===== config.mk =====
export PLATFORM = sky130hd
export DESIGN_NAME = dma_axi_rd_arb
export DESIGN_NICKNAME = d
export VERILOG_FILES = /design/src/rtl/dma_pkg.sv /design/src/rtl/dma_rr_pick.sv /design/src/rtl/dma_axi_rd_arb.sv
export SDC_FILE = /design/constraint.sdc
export NUM_CORES = 1
export LEC_CHECK = 0
export CELL_PAD_IN_SITES_DETAIL_PLACEMENT = 1
export CELL_PAD_IN_SITES_GLOBAL_PLACEMENT = 1
export CORE_AREA = 3 3 192 194
export DETAILED_ROUTE_END_ITERATION = 16
export DIE_AREA = 0 0 195 197
export DONT_BUFFER_PORTS = 1
export GPL_ROUTABILITY_DRIVEN = 0
export PLACE_DENSITY = 0.44
export SLEW_MARGIN = 20
export SYNTH_ARGS = -nofsm -noshare
export SYNTH_HDL_FRONTEND = slang
export SYNTH_SLANG_ARGS = --single-unit

===== constraint.sdc =====
create_clock -name clk -period 3.2 [get_ports clk]
set_input_delay 0.64 -clock clk [delete_from_list [all_inputs] [get_ports clk]]
set_output_delay 0.64 -clock clk [all_outputs]
set_load 0.03 [all_outputs]

===== src/rtl/dma_pkg.sv =====
// Shared definitions for the DMA AXI read path: arbiter states,
// AXI burst/size codes and the AXI ID width.
package dma_pkg;

    typedef enum logic [1:0] {
        ARB_IDLE = 2'd0,
        ARB_ADDR = 2'd1,
        ARB_DATA = 2'd2
    } arb_state_t;

    localparam logic [1:0] BURST_FIXED = 2'b00;
    localparam logic [1:0] BURST_INCR  = 2'b01;
    localparam logic [1:0] BURST_WRAP  = 2'b10;

    localparam logic [2:0] SIZE_1B   = 3'd0;
    localparam logic [2:0] SIZE_2B   = 3'd1;
    localparam logic [2:0] SIZE_4B   = 3'd2;
    localparam logic [2:0] SIZE_8B   = 3'd3;
    localparam logic [2:0] SIZE_16B  = 3'd4;
    localparam logic [2:0] SIZE_32B  = 3'd5;
    localparam logic [2:0] SIZE_64B  = 3'd6;
    localparam logic [2:0] SIZE_128B = 3'd7;

    localparam int AXI_ID_W = 4;

endpackage


===== src/rtl/dma_rr_pick.sv =====
// Combinational round-robin picker: first set request bit at or
// after ptr, wrapping at NUM_CH.
module dma_rr_pick
    import dma_pkg::*;
#(
    parameter int NUM_CH = 4,
    parameter int IDX_W  = $clog2(NUM_CH)
) (
    input  logic [NUM_CH-1:0] req,
    input  logic [IDX_W-1:0]  ptr,
    output logic [IDX_W-1:0]  win,
    output logic              found
);

    logic [IDX_W-1:0] idx;

    always_comb begin
        win   = '0;
        found = 1'b0;
        idx   = ptr;
        for (int k = 0; k < NUM_CH; k++) begin
            if (!found && req[idx]) begin
                found = 1'b1;
                win   = idx;
            end
            idx = (idx == IDX_W'(NUM_CH - 1)) ? '0 : idx + 1'b1;
        end
    end

endmodule


===== src/rtl/dma_axi_rd_arb.sv =====
// Round-robin arbiter sharing one AXI read master among NUM_CH requesters.
// Optional watchdog enabled by defining DMA_ARB_TIMEOUT_EN.
module dma_axi_rd_arb
    import dma_pkg::*;
#(
    parameter int NUM_CH  = 4,
    parameter int DATA_W  = 128,
    parameter int ADDR_W  = 32,
    parameter int TIMEOUT = 1024
) (
    input  logic                  clk,
    input  logic                  resetn,
    input  logic [NUM_CH-1:0]     ch_arvalid,
    input  logic [NUM_CH*ADDR_W-1:0] ch_araddr,
    input  logic [NUM_CH*4-1:0]   ch_arlen,
    input  logic [NUM_CH*3-1:0]   ch_arsize,
    input  logic [NUM_CH*2-1:0]   ch_arburst,
    output logic [NUM_CH-1:0]     ch_arready,
    output logic [NUM_CH-1:0]     ch_rvalid,
    input  logic [NUM_CH-1:0]     ch_rready,
    output logic [DATA_W-1:0]     ch_rdata,
    output logic [1:0]            ch_rresp,
    output logic                  ch_rlast,
    output logic [AXI_ID_W-1:0]   ARID,
    output logic [ADDR_W-1:0]     ARADDR,
    output logic [3:0]            ARLEN,
    output logic [2:0]            ARSIZE,
    output logic [1:0]            ARBURST,
    output logic                  ARVALID,
    input  logic                  ARREADY,
    input  logic [AXI_ID_W-1:0]   RID,
    input  logic [DATA_W-1:0]     RDATA_I,
    input  logic [1:0]            RRESP,
    input  logic                  RLAST,
    input  logic                  RVALID,
    output logic                  RREADY,
    output logic                  rid_err,
    output logic                  busy,
    output logic                  tmo_err
);

    localparam int IDX_W = $clog2(NUM_CH);

    if (NUM_CH < 2 || NUM_CH > 16 || TIMEOUT < 2) begin : g_param_chk
        $error("dma_axi_rd_arb: parameter out of range");
    end

    arb_state_t       state, state_nxt;
    logic [IDX_W-1:0] cur, rr_ptr, win, cur_inc;
    logic             found, ar_hs, r_hs, tmo_hit;

    logic [ADDR_W-1:0] addr_a  [NUM_CH];
    logic [3:0]        len_a   [NUM_CH];
    logic [2:0]        size_a  [NUM_CH];
    logic [1:0]        burst_a [NUM_CH];

    for (genvar i = 0; i < NUM_CH; i++) begin : g_slot
        assign addr_a[i]  = ch_araddr[i*ADDR_W +: ADDR_W];
        assign len_a[i]   = ch_arlen[i*4 +: 4];
        assign size_a[i]  = ch_arsize[i*3 +: 3];
        assign burst_a[i] = ch_arburst[i*2 +: 2];
    end

    dma_rr_pick #(
        .NUM_CH (NUM_CH),
        .IDX_W  (IDX_W)
    ) u_pick (
        .req   (ch_arvalid),
        .ptr   (rr_ptr),
        .win   (win),
        .found (found)
    );

    assign cur_inc  = (cur == IDX_W'(NUM_CH - 1)) ? '0 : cur + 1'b1;
    assign ar_hs    = (state == ARB_ADDR) && ARVALID && ARREADY;
    assign r_hs     = (state == ARB_DATA) && RVALID && ch_rready[cur];
    assign busy     = (state != ARB_IDLE);
    assign ARID     = AXI_ID_W'(cur);
    assign ch_rdata = RDATA_I;
    assign ch_rresp = RRESP;
    assign ch_rlast = RLAST;

    always_ff @(posedge clk or negedge resetn) begin
        if (!resetn) state <= ARB_IDLE;
        else         state <= state_nxt;
    end

    always_comb begin
        state_nxt  = state;
        ch_arready = '0;
        ch_rvalid  = '0;
        RREADY     = 1'b0;
        unique case (state)
            ARB_IDLE: begin
                if (found) state_nxt = ARB_ADDR;
            end
            ARB_ADDR: begin
                if (ar_hs) begin
                    ch_arready[cur] = 1'b1;
                    state_nxt       = ARB_DATA;
                end
            end
            ARB_DATA: begin
                ch_rvalid[cur] = RVALID;
                RREADY         = ch_rready[cur];
                if (r_hs && RLAST) state_nxt = ARB_IDLE;
            end
            default: state_nxt = ARB_IDLE;
        endcase
        if (tmo_hit) state_nxt = ARB_IDLE;
    end

    always_ff @(posedge clk or negedge resetn) begin
        if (!resetn) begin
            cur     <= '0;
            rr_ptr  <= '0;
            ARVALID <= 1'b0;
            ARADDR  <= '0;
            ARLEN   <= '0;
            ARSIZE  <= '0;
            ARBURST <= '0;
            rid_err <= 1'b0;
        end else begin
            if (state == ARB_IDLE && found) begin
                cur     <= win;
                ARVALID <= 1'b1;
                ARADDR  <= addr_a[win];
                ARLEN   <= len_a[win];
                ARSIZE  <= size_a[win];
                ARBURST <= burst_a[win];
            end
            if (ar_hs || tmo_hit) begin
                ARVALID <= 1'b0;
                rr_ptr  <= cur_inc;
            end
            // Mismatched RID is flagged but the beat still goes to cur.
            if (state == ARB_DATA && RVALID && RID != ARID) rid_err <= 1'b1;
        end
    end

`ifdef DMA_ARB_TIMEOUT_EN
    localparam int TMO_W = $clog2(TIMEOUT) + 1;

    logic [TMO_W-1:0] tmo_cnt;

    assign tmo_hit = busy && (tmo_cnt == TMO_W'(TIMEOUT - 1));

    always_ff @(posedge clk or negedge resetn) begin
        if (!resetn) begin
            tmo_cnt <= '0;
            tmo_err <= 1'b0;
        end else begin
            if (state_nxt != state || r_hs) tmo_cnt <= '0;
            else if (busy)                  tmo_cnt <= tmo_cnt + 1'b1;
            if (tmo_hit) tmo_err <= 1'b1;
        end
    end
`else
    assign tmo_hit = 1'b0;
    assign tmo_err = 1'b0;
`endif

endmodule


* Word level (Yosys, flattened, before mapping)
Index checks and enable logic that the tools add are counted.
Word-level totals: flip-flop bits (word level) 49, input port bits 311, output and inout bits 189, logic and storage cells 96
Operators by class: $add $sub $neg 4, $lt $le $gt $ge 7, equality and inequality tests 10, muxes and demuxes 46, bitwise gates (word level) 2, reductions and logical operators 18
Operators by type and width (number):
- binary-select mux 32 bit (select 2 bit) | 1
- 2-to-1 mux 32 bit | 2
- 2-to-1 mux 2 bit | 13
- 2-to-1 mux 4 bit | 5
- < comparator 2 x 3 -> 1 bit (second input constant) | 5
- 2-to-1 mux 1 bit | 13
- logical AND 1 bit | 11
- binary-select mux 1 bit (select 2 bit) | 5
- == test 2 bit (second input constant) | 5
- adder 2 x 1 -> 2 bit (second input constant) | 4
- binary-select mux 4 bit (select 2 bit) | 1
- binary-select mux 3 bit (select 2 bit) | 1
- 2-to-1 mux 3 bit | 2
- case mux 2 bit (3 select lines) | 1
- bitwise AND 4 bit | 1
- binary-select mux 2 bit (select 2 bit) | 1
- inequality test 2 bit (second input constant) | 2
- inequality test 4 x 2 -> 1 bit | 1
- nonzero test 2 bit | 2
- greater-or-equal comparator 3 bit (second input constant) | 1
- zero test 1 bit | 3
- NOT 2 -> 3 bit | 1
- AND reduction 3 bit | 1
- demux 1 bit (select 2 bit) | 1
- other kinds (4) | 4

* Logic depth before layout (Yosys ltp)
Gate-level depths: netlist (run 1).
depth after elaboration 16, gate-level depth with buffers 11, depth with buffers taken out 7

* Hierarchy
Synthesis (run 1) repeated with hierarchy kept, for this count alone.
Unflattened totals: cell total of the unflattened synthesis 360, area total of the unflattened synthesis 4305.4 um^2
By module, submodules not included:
- dma_axi_rd_arb | instances 1, cells an instance 322, area an instance 4033.9 um^2, sequential area each 1226.2 um^2
- dma_rr_pick | instances 1, cells an instance 38, area an instance 271.5 um^2, sequential area each 0.0 um^2

* Least setup slack after synthesis (run 1)
OpenSTA, ideal clock, no wires.
kind input to register, start point input ch_arvalid[1], end point register ARADDR[2], library setup time 0.086 ns, data arrival time 2.596 ns, required time 3.114 ns, slack 0.519 ns, cell stages on the path 9, path buffers 3, cells stage by stage buf_2 mux4_2 a211o_1 a221oi_2 a31oi_1 or3_1 buf_6 buf_6 o221ai_2
On the way: word-level cells in the longest chain between the ends 16, elaborated cells on any way between the ends 27, those cells by class mux: 19; bitwise: 1; reduce/logical: 7
RTL lines:
- start: declaration | RTL line dma_axi_rd_arb.sv:13 | input logic [NUM_CH-1:0] ch_arvalid,
- binary-select mux 1 bit (select 2 bit) | RTL line dma_rr_pick.sv:22 | if (!found && req[idx]) begin
- 2-to-1 mux 1 bit (implied by the code) | RTL line dma_rr_pick.sv:22
- 2-to-1 mux 1 bit | RTL line dma_rr_pick.sv:22
- zero test 1 bit | RTL line dma_rr_pick.sv:22
- logical AND 1 bit | RTL line dma_rr_pick.sv:22
- 2-to-1 mux 1 bit | RTL line dma_rr_pick.sv:22
- zero test 1 bit | RTL line dma_rr_pick.sv:22
- logical AND 1 bit | RTL line dma_rr_pick.sv:22
- 2-to-1 mux 1 bit | RTL line dma_rr_pick.sv:22
- zero test 1 bit | RTL line dma_rr_pick.sv:22
- logical AND 1 bit | RTL line dma_rr_pick.sv:22
- 2-to-1 mux 2 bit | RTL line dma_rr_pick.sv:22
- NOT 2 -> 3 bit (implied by the code) | RTL line dma_axi_rd_arb.sv:127 | ARADDR <= addr_a[win];
- binary-select mux 32 bit (select 2 bit) | RTL line dma_axi_rd_arb.sv:127
- 2-to-1 mux 32 bit (implied by the code) (2 in series) | RTL line dma_axi_rd_arb.sv:127
- end signal: assignment | RTL line dma_axi_rd_arb.sv:127
- end: declaration | RTL line dma_axi_rd_arb.sv:25 | output logic [ADDR_W-1:0] ARADDR,
Several ways; a longest one is shown, not always the timed one. The select of a mux whose other input is x is not followed. A chain may end at the register's enable or synchronous reset.

* Final worst setup path (run 1)
start point register rr_ptr[1], end point register ARADDR[7]
On the way: word-level cells in the longest chain between the ends 16, elaborated cells on any way between the ends 36, those cells by class add/sub: 3; eq/ne: 3; mux: 22; bitwise: 1; reduce/logical: 7
RTL lines:
- start: declaration | RTL line dma_axi_rd_arb.sv:49 | logic [IDX_W-1:0] cur, rr_ptr, win, cur_inc;
- start signal: assignment | RTL line dma_axi_rd_arb.sv:134 | rr_ptr <= cur_inc;
- parallel branches: the longest is 16 deep, another holds adder 2 x 1 -> 2 bit
Several ways; the timed one is not identified. The select of a mux whose other input is x is not followed.

==> summary.md, run 1 <==
| Metric | Value |
|---|---|
| Dominant combinational cell family by area after synthesis | `buffers and inverters` |
| Pre-antenna DRT Iters | `4` |
| Number of warnings printed during yosys synthesis | `0` |
| Reg2reg setup slack | `0.21 ns` |
| Most used standard cell by instance count after synthesis | `buf_4` |
| Iteration-0 DRC Markers | `66` |
| Share of the cycle needed by the critical path after routing | `0.935` |
| Clock tree from TritonCTS | `yes` |
| Number of violations of the max-capacitance limit | `0` |
| Largest net degree at the start of global routing | `46` |
| Detailed-route via count | `2937` |
| Clock buffer depth | `2` |
| Worst-case clock skew | `0.00622 ns` |
| Initial antenna violation count | `0` |
| Most numerous cell types in the synthesized netlist | `134 x buf_4, 84 x mux2i_1, 53 x nand2_1` |
| Share of synthesized flip-flops with an asynchronous set or reset | `1.00` |
| Initial cell density of the core | `0.129` |
| Setup CP Type | `register to register` |
| Antenna-violating nets left | `0` |
| Sequential cell area fraction in the yosys report | `0.269` |
| Wire length of the first global-routing pass | `22200 microns` |
| Placeable core region | `0.0354 sq mm` |
| Crit path required time | `3.38 ns` |
| Capture point of the worst reg-to-reg path | `ARADDR[7]$_DFFE_PN0P_` |
| Clock edge transition at the registers on the reported setup and hold paths | `0.08 ns` |
| Leakage power figure | `1.83 nW` |
| Arr. time, crit path | `3.17 ns` |
| Post-detailed-routing wire length | `16200 microns` |
| Startpoint type of the worst setup path | `register` |
| Hold WC Path Type | `input port to async pin` |
| Layout overhead on the synthesized area | `-5.39%` |
| Fraction of layout cells with a size suffix above 1 | `0.174` |
| Average routed wire per standard cell | `20.4 microns` |
| CP max stage cell | `a2111oi_1` |
| Worst skew pair latency | `0.31 ns` |
| Number of buffers inserted during clock tree synthesis | `5` |
| Minimum period implied by the final worst setup slack | `2.99 ns` |
| Most used flip-flop cell after synthesis | `dfrtp_1` |
| Area of placed instances | `0.00410 sq mm` |
| Post-synthesis instance area | `0.00455 sq mm` |
| Cell count after synthesis | `474` |
| Area of the die | `0.0384 sq mm` |
| Root cell of the clock tree | `clkbuf_16` |
| Highest fanout seen on the critical path | `33` |
| Final HPWL DP | `12100 microns` |
| Transition time of the tightest slew-check pin | `0.846 ns` |
| Net count of the finished layout | `649` |
| Delay of the slowest critical-path stage | `0.61 ns` |
| Mean area per synthesized cell | `9.60 sq um` |
| Global routing usage summed across all routing layers | `0.0788` |
| Synthesized flop and latch total | `49` |
| Number of standard cells in the final layout excluding fillers | `796` |
| Yosys top cell by area | `dfrtp_1` |
| Portion of netlist area occupied by mux cells | `0.212` |
| Remaining routing DRC violations | `0` |
| DIE WIDTH | `195 microns` |
| Number of rows created at floorplan | `69` |
| Total count of max-transition violations in the final report | `0` |
| Via/cell ratio | `3.69` |
| Cell chain of the critical path | `ha_2, buf_4, a21o_1, o21ai_0, a2111oi_1, a211oi_4, buf_12, buf_4, mux2i_1, o221ai_2` |
| Crit. Startpoint | `rr_ptr[1]$_DFFE_PN0N_` |
| Xor and xnor fraction of the mapped netlist area | `0.00577` |
| Y dimension of the die | `197 microns` |
| Adder-cell share of the synthesized area | `0.0137` |
| Fillcell total | `4137` |
| Final Hold Viols | `0` |
| Status | `complete, no violations` |
| Highest clock rate | `0.334 GHz` |
| Cell depth of the worst flop-to-flop path | `10` |
| CTS H-tree lvls | `2` |
| Most frequent cell on the critical path | `buf_4` |
| Endpoints failing setup | `0` |
| Number of buffer cells added on primary ports | `0` |
| Slew headroom | `0.434` |
| Total non-filler cell area in the finished layout | `0.00431 sq mm` |
| Count of flip-flops with a built-in enable after synthesis | `0` |
| Kind of end point of the critical path | `register` |
| Library cells used by synthesis | `42` |
| Count of boundary I/O pins | `500` |
| Vias in the first global route | `3164` |
| Aggregate global routing overflow | `0` |
| Share of the synthesized area in compound gates (AO/OA/AOI/OAI) | `0.148` |
| Post-Place Cells | `784` |
| Power density over cell area | `1360 mW/mm^2` |
| Clock Sink Count | `49` |
| Share of the synthesized area in the top cell type | `0.269` |
| Reg-to-reg startpoint | `rr_ptr[1]$_DFFE_PN0N_` |
| Post-Synth Simple-Gate Area | `0.0847` |
| Maximum VDD drop | `0.000521 V` |
| Area contributors post-synth | `dfrtp_1 27%, buf_4 22%, mux2i_1 18%` |
==> worst max-delay path: cells and delay by family, from the launching register on <==
| family | cells | cell delay, ns |
|---|---|---|
| fa+ha+maj | 1 | 0.47 |
| mux | 1 | 0.22 |
| flops | 1 | 0.38 |
| compound gates | 5 | 1.06 |
| buf+inv | 3 | 0.67 |
==> worst max-delay path by stage <==
stage                                        end  slack, ns  cells after the start
after floorplan            ARADDR[2]$_DFFE_PN0P_       0.52                      9
after global placement    ARADDR[13]$_DFFE_PN0P_       0.04                     10
after detailed placement    ARLEN[3]$_DFFE_PN0P_       0.03                     10
after CTS                   ARLEN[3]$_DFFE_PN0P_       0.01                     10
after global routing       ARADDR[7]$_DFFE_PN0P_     -0.007                     10
final                      ARADDR[7]$_DFFE_PN0P_       0.21                     10
==> cells by family (layout without fill, tap and decap cells) <==
| kind of cell | count (synthesis) | count (layout) |
|---|---|---|
| adders and majority gates | 5 | 5 |
| AOI/OAI and AO/OA | 70 | 70 |
| DFF | 49 | 49 |
| xor gates and xnor gates | 3 | 3 |
| buffers and inverters | 170 | 28 |
| and+or+nand+nor | 83 | 83 |
| muxes | 93 | 93 |
| other | 1 | 4 |
==> area by class of cell <==
class                   instances  area [sq um]  share of cell area
diodes                          1          2.50            0.000581
inverters                       5          18.8             0.00436
clock inverters                 1          5.00             0.00116
repair buffers                 15           168              0.0389
multi-input cells             257          2160               0.501
flip-flops and latches         49          1230               0.285
clock buffers                   7           153              0.0355
well taps                     461           577               0.134
==> metal layers <==
layer | wire, microns | global-route usage | share of wire
met1 | 5460 | 0.0776 | 0.34
met2 | 7860 | 0.131 | 0.49
met3 | 2210 | 0.0463 | 0.14
met4 | 676 | 0.0430 | 0.042
met5 | 0 | 0 | 0
==> through the flow <==
stage	hold WS (ns)	TNS (ns)	util	power (mW)	setup slack (ns)
2_1_floorplan	0.344	0	-	4.73	0.519
3_5_place_dp	0.346	0	0.116	5.36	0.0313
3_3_place_gp	0.347	0	0.116	5.33	0.0376
6_report	0.158	0	0.122	5.87	0.209
5_1_grt	0.148	-0.00663	0.122	6.34	-0.00663
4_1_cts	0.000326	0	0.121	6.01	0.0126
==> registers in the layout (all words and copies together) (netlist names), 2 cells and up <==
| register | cells |
|---|---|
| ARADDR | 32 |
| ARBURST | 2 |
| cur | 2 |
| state | 2 |
| ARLEN | 4 |
| ARSIZE | 3 |
| rr_ptr | 2 |
==> timing repair <==
item,4_1_cts,5_1_grt
hold endpoints to repair,26,14
hold buffers,2,1
setup endpoints to repair,0,23
resized for setup,0,3
setup buffers,0,0
==> cell usage in the layout, fill, tap and decap left out, drive strengths merged, types with 3 or more instances in the layout <==
master,n
a21o,3
a21oi,4
a31oi,3
and2,5
and3,4
buf,13
clkbuf,7
conb,3
dfrtp,49
ha,5
inv,5
mux2,7
mux2i,84
nand2,53
nor2,3
nor3b,3
o21ai,9
o221ai,41
==> where the power goes <==
part / total [mW] / switching, mW / internal (mW)
Clock: 0.611 / 0.278 / 0.333
Combinational: 3.50 / 2.00 / 1.50
Sequential: 1.75 / 0.809 / 0.946
Total: 5.87 / 3.09 / 2.78
No activity file was read; power rests on OpenSTA's default activity.
==> run 2, diff against run 1 <==
--- a/config.mk
+++ b/config.mk
@@ -7,13 +7,14 @@
 export LEC_CHECK = 0
 export CELL_PAD_IN_SITES_DETAIL_PLACEMENT = 1
 export CELL_PAD_IN_SITES_GLOBAL_PLACEMENT = 1
-export CORE_AREA = 3 3 192 194
+export CORE_AREA = 2 2 195 197
 export DETAILED_ROUTE_END_ITERATION = 16
-export DIE_AREA = 0 0 195 197
+export DIE_AREA = 0 0 197 199
 export DONT_BUFFER_PORTS = 1
 export GPL_ROUTABILITY_DRIVEN = 0
-export PLACE_DENSITY = 0.44
+export PLACE_DENSITY = 0.41
 export SLEW_MARGIN = 20
 export SYNTH_ARGS = -nofsm -noshare
 export SYNTH_HDL_FRONTEND = slang
+export SYNTH_HIERARCHICAL = 1
 export SYNTH_SLANG_ARGS = --single-unit
==> summary.md, run 2 <==
| Metric | Value |
|---|---|
| Status | `complete, no violations` |
| CTS H-tree lvls | `2` |
| Register bank with the most flops | `ARADDR` |
| Post-route worst hold slack | `0.174 ns` |
| Commonest non-fill, non-tap cell in the layout | `dfrtp_1` |
| Worst skew pair latency | `0.32 ns` |
| Mean area per synthesized cell | `12.0 sq um` |
| Max FFs per register | `32` |
| Clock buffer depth | `2` |
| Cell depth of the worst flop-to-flop path | `9` |
| Reg2reg setup slack | `0.14 ns` |
| Synthesized flop and latch total | `49` |
| Clock share of power | `0.102` |
| Net Switching | `2.59 mW` |
| Most used flip-flop cell after synthesis | `dfrtp_1` |
| Leading registers by flop count | `ARADDR x32, ARLEN x4, ARSIZE x3` |
| Layout overhead on the synthesized area | `-5.09%` |
| Gate power share | `0.585` |
| Fraction of layout cells with a size suffix above 1 | `0.478` |
| Global routing usage summed across all routing layers | `0.0600` |
| Library cells used by synthesis | `46` |
| Transition time of the tightest slew-check pin | `0.526 ns` |
| Crit path required time | `3.41 ns` |
| Y dimension of the die | `199 microns` |
| Final HPWL DP | `9860 microns` |
| Final Core Density | `0.110` |
| Via/cell ratio | `3.27` |
| Number of buffer cells added on primary ports | `0` |
| Minimum period implied by the final worst setup slack | `3.06 ns` |
| Area of the die | `0.0392 sq mm` |
| Net count of the finished layout | `544` |
| Remaining routing DRC violations | `0` |
| Count of flip-flops with a built-in enable after synthesis | `0` |
| Post-Place Worst Slack | `0.125 ns` |
| Fraction of power spent switching nets | `0.449` |
| Largest net degree at the start of global routing | `50` |
| Worst Setup Slack, final | `0.137 ns` |
| Most numerous cell types in the synthesized netlist | `137 x buf_4, 49 x dfrtp_1, 40 x mux4_2` |
| Maximum VDD drop | `0.000377 V` |
| Endpoints failing setup | `0` |
| Aggregate global routing overflow | `0` |
| Total count of max-transition violations in the final report | `0` |
| Slew headroom | `0.640` |
| Area of placed instances | `0.00388 sq mm` |
| Startpoint type of the worst setup path | `register` |
| Root cell of the clock tree | `clkbuf_16` |
| Placeable core region | `0.0371 sq mm` |
| Arr. time, crit path | `3.27 ns` |
| Number of buffers inserted during clock tree synthesis | `5` |
| Clock Sink Count | `49` |
| Number of rows created at floorplan | `71` |
| Hold WC Path Type | `input port to async pin` |
| Leading cell types in the layout, fill and taps excluded | `49 x dfrtp_1, 40 x mux4_2, 38 x mux2_2, 13 x nand2_1` |
| Yosys top cell by area | `dfrtp_1` |
| Area contributors post-synth | `dfrtp_1 28%, buf_4 24%, mux4_2 21%` |
| Initial antenna violation count | `1` |
| Pre-antenna DRT Iters | `4` |
| Share of the synthesized area in the top cell type | `0.285` |
| DIE WIDTH | `197 microns` |
| Iteration-0 DRC Markers | `55` |
| Kind of end point of the critical path | `register` |
| Leakage power figure | `1.42 nW` |
| Power density over cell area | `1410 mW/mm^2` |
| Worst-case clock skew | `0.00947 ns` |
| Average routed wire per standard cell | `18.5 microns` |
| Highest clock rate | `0.327 GHz` |
| Fillcell total | `4252` |
| Capture point of the worst reg-to-reg path | `ARADDR[18]$_DFFE_PN0P_` |
| Setup CP Type | `register to register` |
| Detailed-route via count | `2297` |
| Post-detailed-routing wire length | `13000 microns` |
| Clock tree from TritonCTS | `yes` |
| Clock edge transition at the registers on the reported setup and hold paths | `0.08 ns` |
| Cell count after synthesis | `360` |
| Highest fanout seen on the critical path | `14` |
| Vias in the first global route | `2659` |
| Number of violations of the max-capacitance limit | `0` |
| Number of antenna diodes | `0` |
| Setup repair after global routing missed its margin | `false` |
| Reg-to-reg startpoint | `rr_ptr[0]$_DFFE_PN0N_` |
| Part of the total power dissipated in sequential elements | `0.313` |
| Antenna-violating nets left | `0` |
| Number of warnings printed during yosys synthesis | `6` |
| Final Hold Viols | `0` |
| Total non-filler cell area in the finished layout | `0.00409 sq mm` |
| Most used standard cell by instance count after synthesis | `buf_4` |
| Post-synthesis instance area | `0.00431 sq mm` |
| Share of synthesized flip-flops with an asynchronous set or reset | `1.00` |
| Wire length of the first global-routing pass | `16700 microns` |
| Total negative slack | `0 ns` |
| Share of the cycle needed by the critical path after routing | `0.957` |
| Pint | `3.17 mW` |
| Initial cell density of the core | `0.116` |
| Count of boundary I/O pins | `500` |
| Sequential cell area fraction in the yosys report | `0.285` |
==> run 2: changes by cell type after synthesis, sizes merged, moves of 4 or more <==
cell / previous run / this run
o21ai: 9 / 5
o221ai: 41 / 0
mux2: 7 / 41
clkbuf: 8 / 4
nand2: 53 / 13
mux2i: 84 / 3
buf: 157 / 148
mux4: 2 / 42
==> run 2: what timing repair did <==
item / 4_1_cts / 5_1_grt
gates resized for setup: 0 / 1
endpoints found under the hold margin: 49 / 0
setup buffers: 0 / 2
hold buffers: 1 / 0
setup endpoints to repair: 0 / 12
==> run 2: worst max-delay path by stage <==
stage,startpoint,to,slack (ns),cells past startpoint
final,rr_ptr[0]$_DFFE_PN0N_,ARADDR[18]$_DFFE_PN0P_,0.14,9
after detailed placement,rr_ptr[0]$_DFFE_PN0N_,ARADDR[16]$_DFFE_PN0P_,0.12,8
after CTS,rr_ptr[0]$_DFFE_PN0N_,ARADDR[16]$_DFFE_PN0P_,0.1,8
after global placement,rr_ptr[0]$_DFFE_PN0N_,ARADDR[13]$_DFFE_PN0P_,0.25,8
after floorplan,rr_ptr[1]$_DFFE_PN0N_,ARADDR[17]$_DFFE_PN0P_,0.41,9
after global routing,rr_ptr[0]$_DFFE_PN0N_,ARSIZE[1]$_DFFE_PN0P_,0.02,9
==> run 2: cell families after synthesis <==
kind of cell | Yosys count | share of synthesized area
buf+inv | 158 | 0.271
other cells | 1 | 0.000871
mux | 86 | 0.338
compound gates | 21 | 0.0392
flops | 49 | 0.285
fa+ha+maj | 5 | 0.0145
xor+xnor | 2 | 0.00407
simple gates | 38 | 0.0474
==> run 2: through the flow <==
| stage | std cells | total power [mW] |
|---|---|---|
| after global routing | 702 | 6.16 |
| after floorplan | 362 | 4.78 |
| final | 702 | 5.76 |
| after global placement | 691 | 4.99 |
| after detailed placement | 691 | 5.12 |
| after CTS | 699 | 5.79 |
==> run 2: power by group through the flow <==
stage	registers, mW	logic, mW	clock network (mW)
after global placement	1.84	3.16	0
after CTS	1.82	3.31	0.653
after floorplan	1.73	3.05	0
after global routing	1.86	3.64	0.665
after detailed placement	1.83	3.29	0
final	1.81	3.37	0.588
==> run 2: layout make-up <==
class                      count  area, sq um  share of cell area
sequential                    49         1230               0.300
clock inverter                 1         7.51             0.00184
timing repair buffer          11          161              0.0395
multi-input combinational    155         1940               0.474
clock buffer                   6          139              0.0340
inverter                       6         22.5             0.00551
tap                          474          593               0.145
==> run 2: worst max-delay path: stages, from the launching register on <==
cell and delay, ns:
dfrtp_1 0.38, ha_1 0.28, nor2_1 0.27, a2111oi_0 0.19, a41o_2 0.29, o311ai_4 0.29
buf_4 0.18, buf_6 0.25, mux4_2 0.53, mux2_2 0.27
==> run 2: per-layer routing <==
metal  vias up  routed length (microns)  track usage
li1        894                        -            -
met1      1134                     4330       0.0565
met2       207                     6660        0.103
met3        62                     1360       0.0288
met4         0                      621       0.0429
met5         -                        0            0
==> run 3, diff against run 2 <==
--- a/config.mk
+++ b/config.mk
@@ -7,12 +7,12 @@
 export LEC_CHECK = 0
 export CELL_PAD_IN_SITES_DETAIL_PLACEMENT = 1
 export CELL_PAD_IN_SITES_GLOBAL_PLACEMENT = 1
-export CORE_AREA = 2 2 195 197
+export CORE_AREA = 2 2 192 194
 export DETAILED_ROUTE_END_ITERATION = 16
-export DIE_AREA = 0 0 197 199
+export DIE_AREA = 0 0 194 196
 export DONT_BUFFER_PORTS = 1
 export GPL_ROUTABILITY_DRIVEN = 0
-export PLACE_DENSITY = 0.41
+export PLACE_DENSITY = 0.42
 export SLEW_MARGIN = 20
 export SYNTH_ARGS = -nofsm -noshare
 export SYNTH_HDL_FRONTEND = slang
==> constraint.sdc (replaced) <==
create_clock -name clk -period 3.8 [get_ports clk]
set_input_delay 0.76 -clock clk [delete_from_list [all_inputs] [get_ports clk]]
set_output_delay 0.76 -clock clk [all_outputs]
set_load 0.03 [all_outputs]
==> summary.md, run 3 (synthesis results as in run 2) <==
| Metric | Value |
|---|---|
| Clock edge transition at the registers on the reported setup and hold paths | `0.08 ns` |
| Area of the die | `0.0380 sq mm` |
| Vias in the first global route | `2780` |
| Initial cell density of the core | `0.119` |
| Reg2reg setup slack | `0.38 ns` |
| Total count of max-transition violations in the final report | `0` |
| Worst skew pair latency | `0.32 ns` |
| Final Hold Viols | `0` |
| Max FFs per register | `32` |
| Clock Sink Count | `49` |
| Cell depth of the worst flop-to-flop path | `9` |
| Post-route worst hold slack | `0.131 ns` |
| Count of boundary I/O pins | `500` |
| Pre-antenna DRT Iters | `4` |
| Crit path required time | `4.00 ns` |
| Number of violations of the max-capacitance limit | `0` |
| Setup repair after global routing missed its margin | `false` |
| Y dimension of the die | `196 microns` |
| Antenna-violating nets left | `0` |
| Worst Setup EP | `ARADDR[7]$_DFFE_PN0P_` |
| Power density over cell area | `1200 mW/mm^2` |
| Number of rows created at floorplan | `70` |
| Highest clock rate | `0.292 GHz` |
| Wire length of the first global-routing pass | `19600 microns` |
| Register bank with the most flops | `ARADDR` |
| Maximum VDD drop | `0.000359 V` |
| Clock tree from TritonCTS | `yes` |
| Via/cell ratio | `3.35` |
| Remaining routing DRC violations | `0` |
| Number of buffers inserted during clock tree synthesis | `5` |
| Layout overhead on the synthesized area | `-6.42%` |
| Leakage power figure | `1.39 nW` |
| Transition time of the tightest slew-check pin | `0.514 ns` |
| Post-cts sizing count | `0` |
| Root cell of the clock tree | `clkbuf_16` |
| CTS H-tree lvls | `2` |
| Commonest non-fill, non-tap cell in the layout | `dfrtp_1` |
| Startpoint type of the worst setup path | `register` |
| Status | `complete, no violations` |
| Placeable core region | `0.0361 sq mm` |
| Leading registers by flop count | `ARADDR x32, ARLEN x4, ARSIZE x3` |
| Number of buffer cells added on primary ports | `0` |
| Global routing usage summed across all routing layers | `0.0718` |
| DIE WIDTH | `194 microns` |
| Iteration-0 DRC Markers | `54` |
| Cell chain of the critical path | `ha_1, mux2i_1, o22ai_1, a311o_1, o311ai_4, buf_12, buf_12, mux4_2, mux2_2` |
| Slew headroom | `0.648` |
| Clock buffer depth | `2` |
| Post-detailed-routing wire length | `13900 microns` |
| Arr. time, crit path | `3.63 ns` |
| Endpoints failing setup | `0` |
| CP max stage cell | `ha_1` |
| Worst-case clock skew | `0.00419 ns` |
| Fraction of layout cells with a size suffix above 1 | `0.464` |
| Detailed-route via count | `2321` |
| Most frequent cell on the critical path | `buf_12` |
| Delay of the slowest critical-path stage | `0.54 ns` |
| Final HPWL DP | `11000 microns` |
| Capture point of the worst reg-to-reg path | `ARADDR[7]$_DFFE_PN0P_` |
| Quantity of hold-fixing buffers added after cts | `0` |
| Share of the cycle needed by the critical path after routing | `0.901` |
| Aggregate global routing overflow | `0` |
| Initial antenna violation count | `7` |
| Leading cell types in the layout, fill and taps excluded | `49 x dfrtp_1, 40 x mux4_2, 38 x mux2_2, 13 x nand2_1, 6 x inv_1` |
| Reg-to-reg startpoint | `rr_ptr[1]$_DFFE_PN0N_` |
| Average routed wire per standard cell | `20.1 microns` |
| Setup CP Type | `register to register` |
| Kind of end point of the critical path | `register` |
| Largest net degree at the start of global routing | `50` |
| Highest fanout seen on the critical path | `32` |
| Post-CTS setup buffer count | `0` |
| Net count of the finished layout | `539` |
| Crit. Startpoint | `rr_ptr[1]$_DFFE_PN0N_` |
| Hold WC Path Type | `input port to async pin` |
| Minimum period implied by the final worst setup slack | `3.42 ns` |
| Total negative slack | `0 ns` |
## run 3: cell types whose count changed in the layout (fill, tap and decap cells not counted)
cell,delta
clkbuf_16,-1
buf_4,-2
clkbuf_1,+1
buf_16,-1
diode_2,+1
buf_6,-1
clkinvlp_4,-1
bufinv_16,+1
## run 3: stage by stage
step	total power, mW	setup slack, ns	utilization	area [sq um]	cells
after floorplan	4.03	1.00	-	4310	362
after global placement	4.24	0.475	0.107	3850	684
after detailed placement	4.36	0.359	0.107	3850	684
after CTS	4.97	0.350	0.112	4030	692
after global routing	5.18	0.201	0.112	4030	693
final	4.82	0.376	0.112	4030	693
## run 3: worst min path at each step
| stage | slack [ns] | start | endpoint | cells after the start |
|---|---|---|---|---|
| floorplan | 0.46 | resetn | ARADDR[0]$_DFFE_PN0P_ | 0 |
| global placement | 0.47 | resetn | ARADDR[19]$_DFFE_PN0P_ | 0 |
| detailed placement | 0.47 | resetn | ARADDR[19]$_DFFE_PN0P_ | 0 |
| CTS | 0.1 | resetn | ARADDR[0]$_DFFE_PN0P_ | 0 |
| global route | 0.1 | resetn | ARADDR[9]$_DFFE_PN0P_ | 0 |
| finish | 0.13 | resetn | ARADDR[19]$_DFFE_PN0P_ | 0 |
## run 3: power by group
part,internal [mW],leakage (nW),switching (mW)
combinational,1.53,0.733,1.17
clock,0.331,0.0841,0.241
sequential,0.803,0.574,0.753
## run 3: critical path: cells and delay by family (launching register included)
family | cells | cell delay (ns)
mux | 3 | 1.03
flops | 1 | 0.46
compound gates | 3 | 0.76
buf+inv | 2 | 0.51
fa+ha+maj | 1 | 0.54
## run 3: area by class of cell
type                            instances  area [sq um]
Fill cell                            4157         32100
Multi-Input combinational cell        155          1940
Sequential cell                        49          1230
Tap cell                              468           586
Clock buffer                            7           143
Timing Repair Buffer                    6          82.6
Clock inverter                          1          30.0
Inverter                                6          22.5
Antenna cell                            1          2.50
## run 3: metal layers
layer	global-route usage	wire, microns
met2	0.124	7290
met3	0.0452	1720
met1	0.0620	4210
met4	0.0457	610
met5	0	70
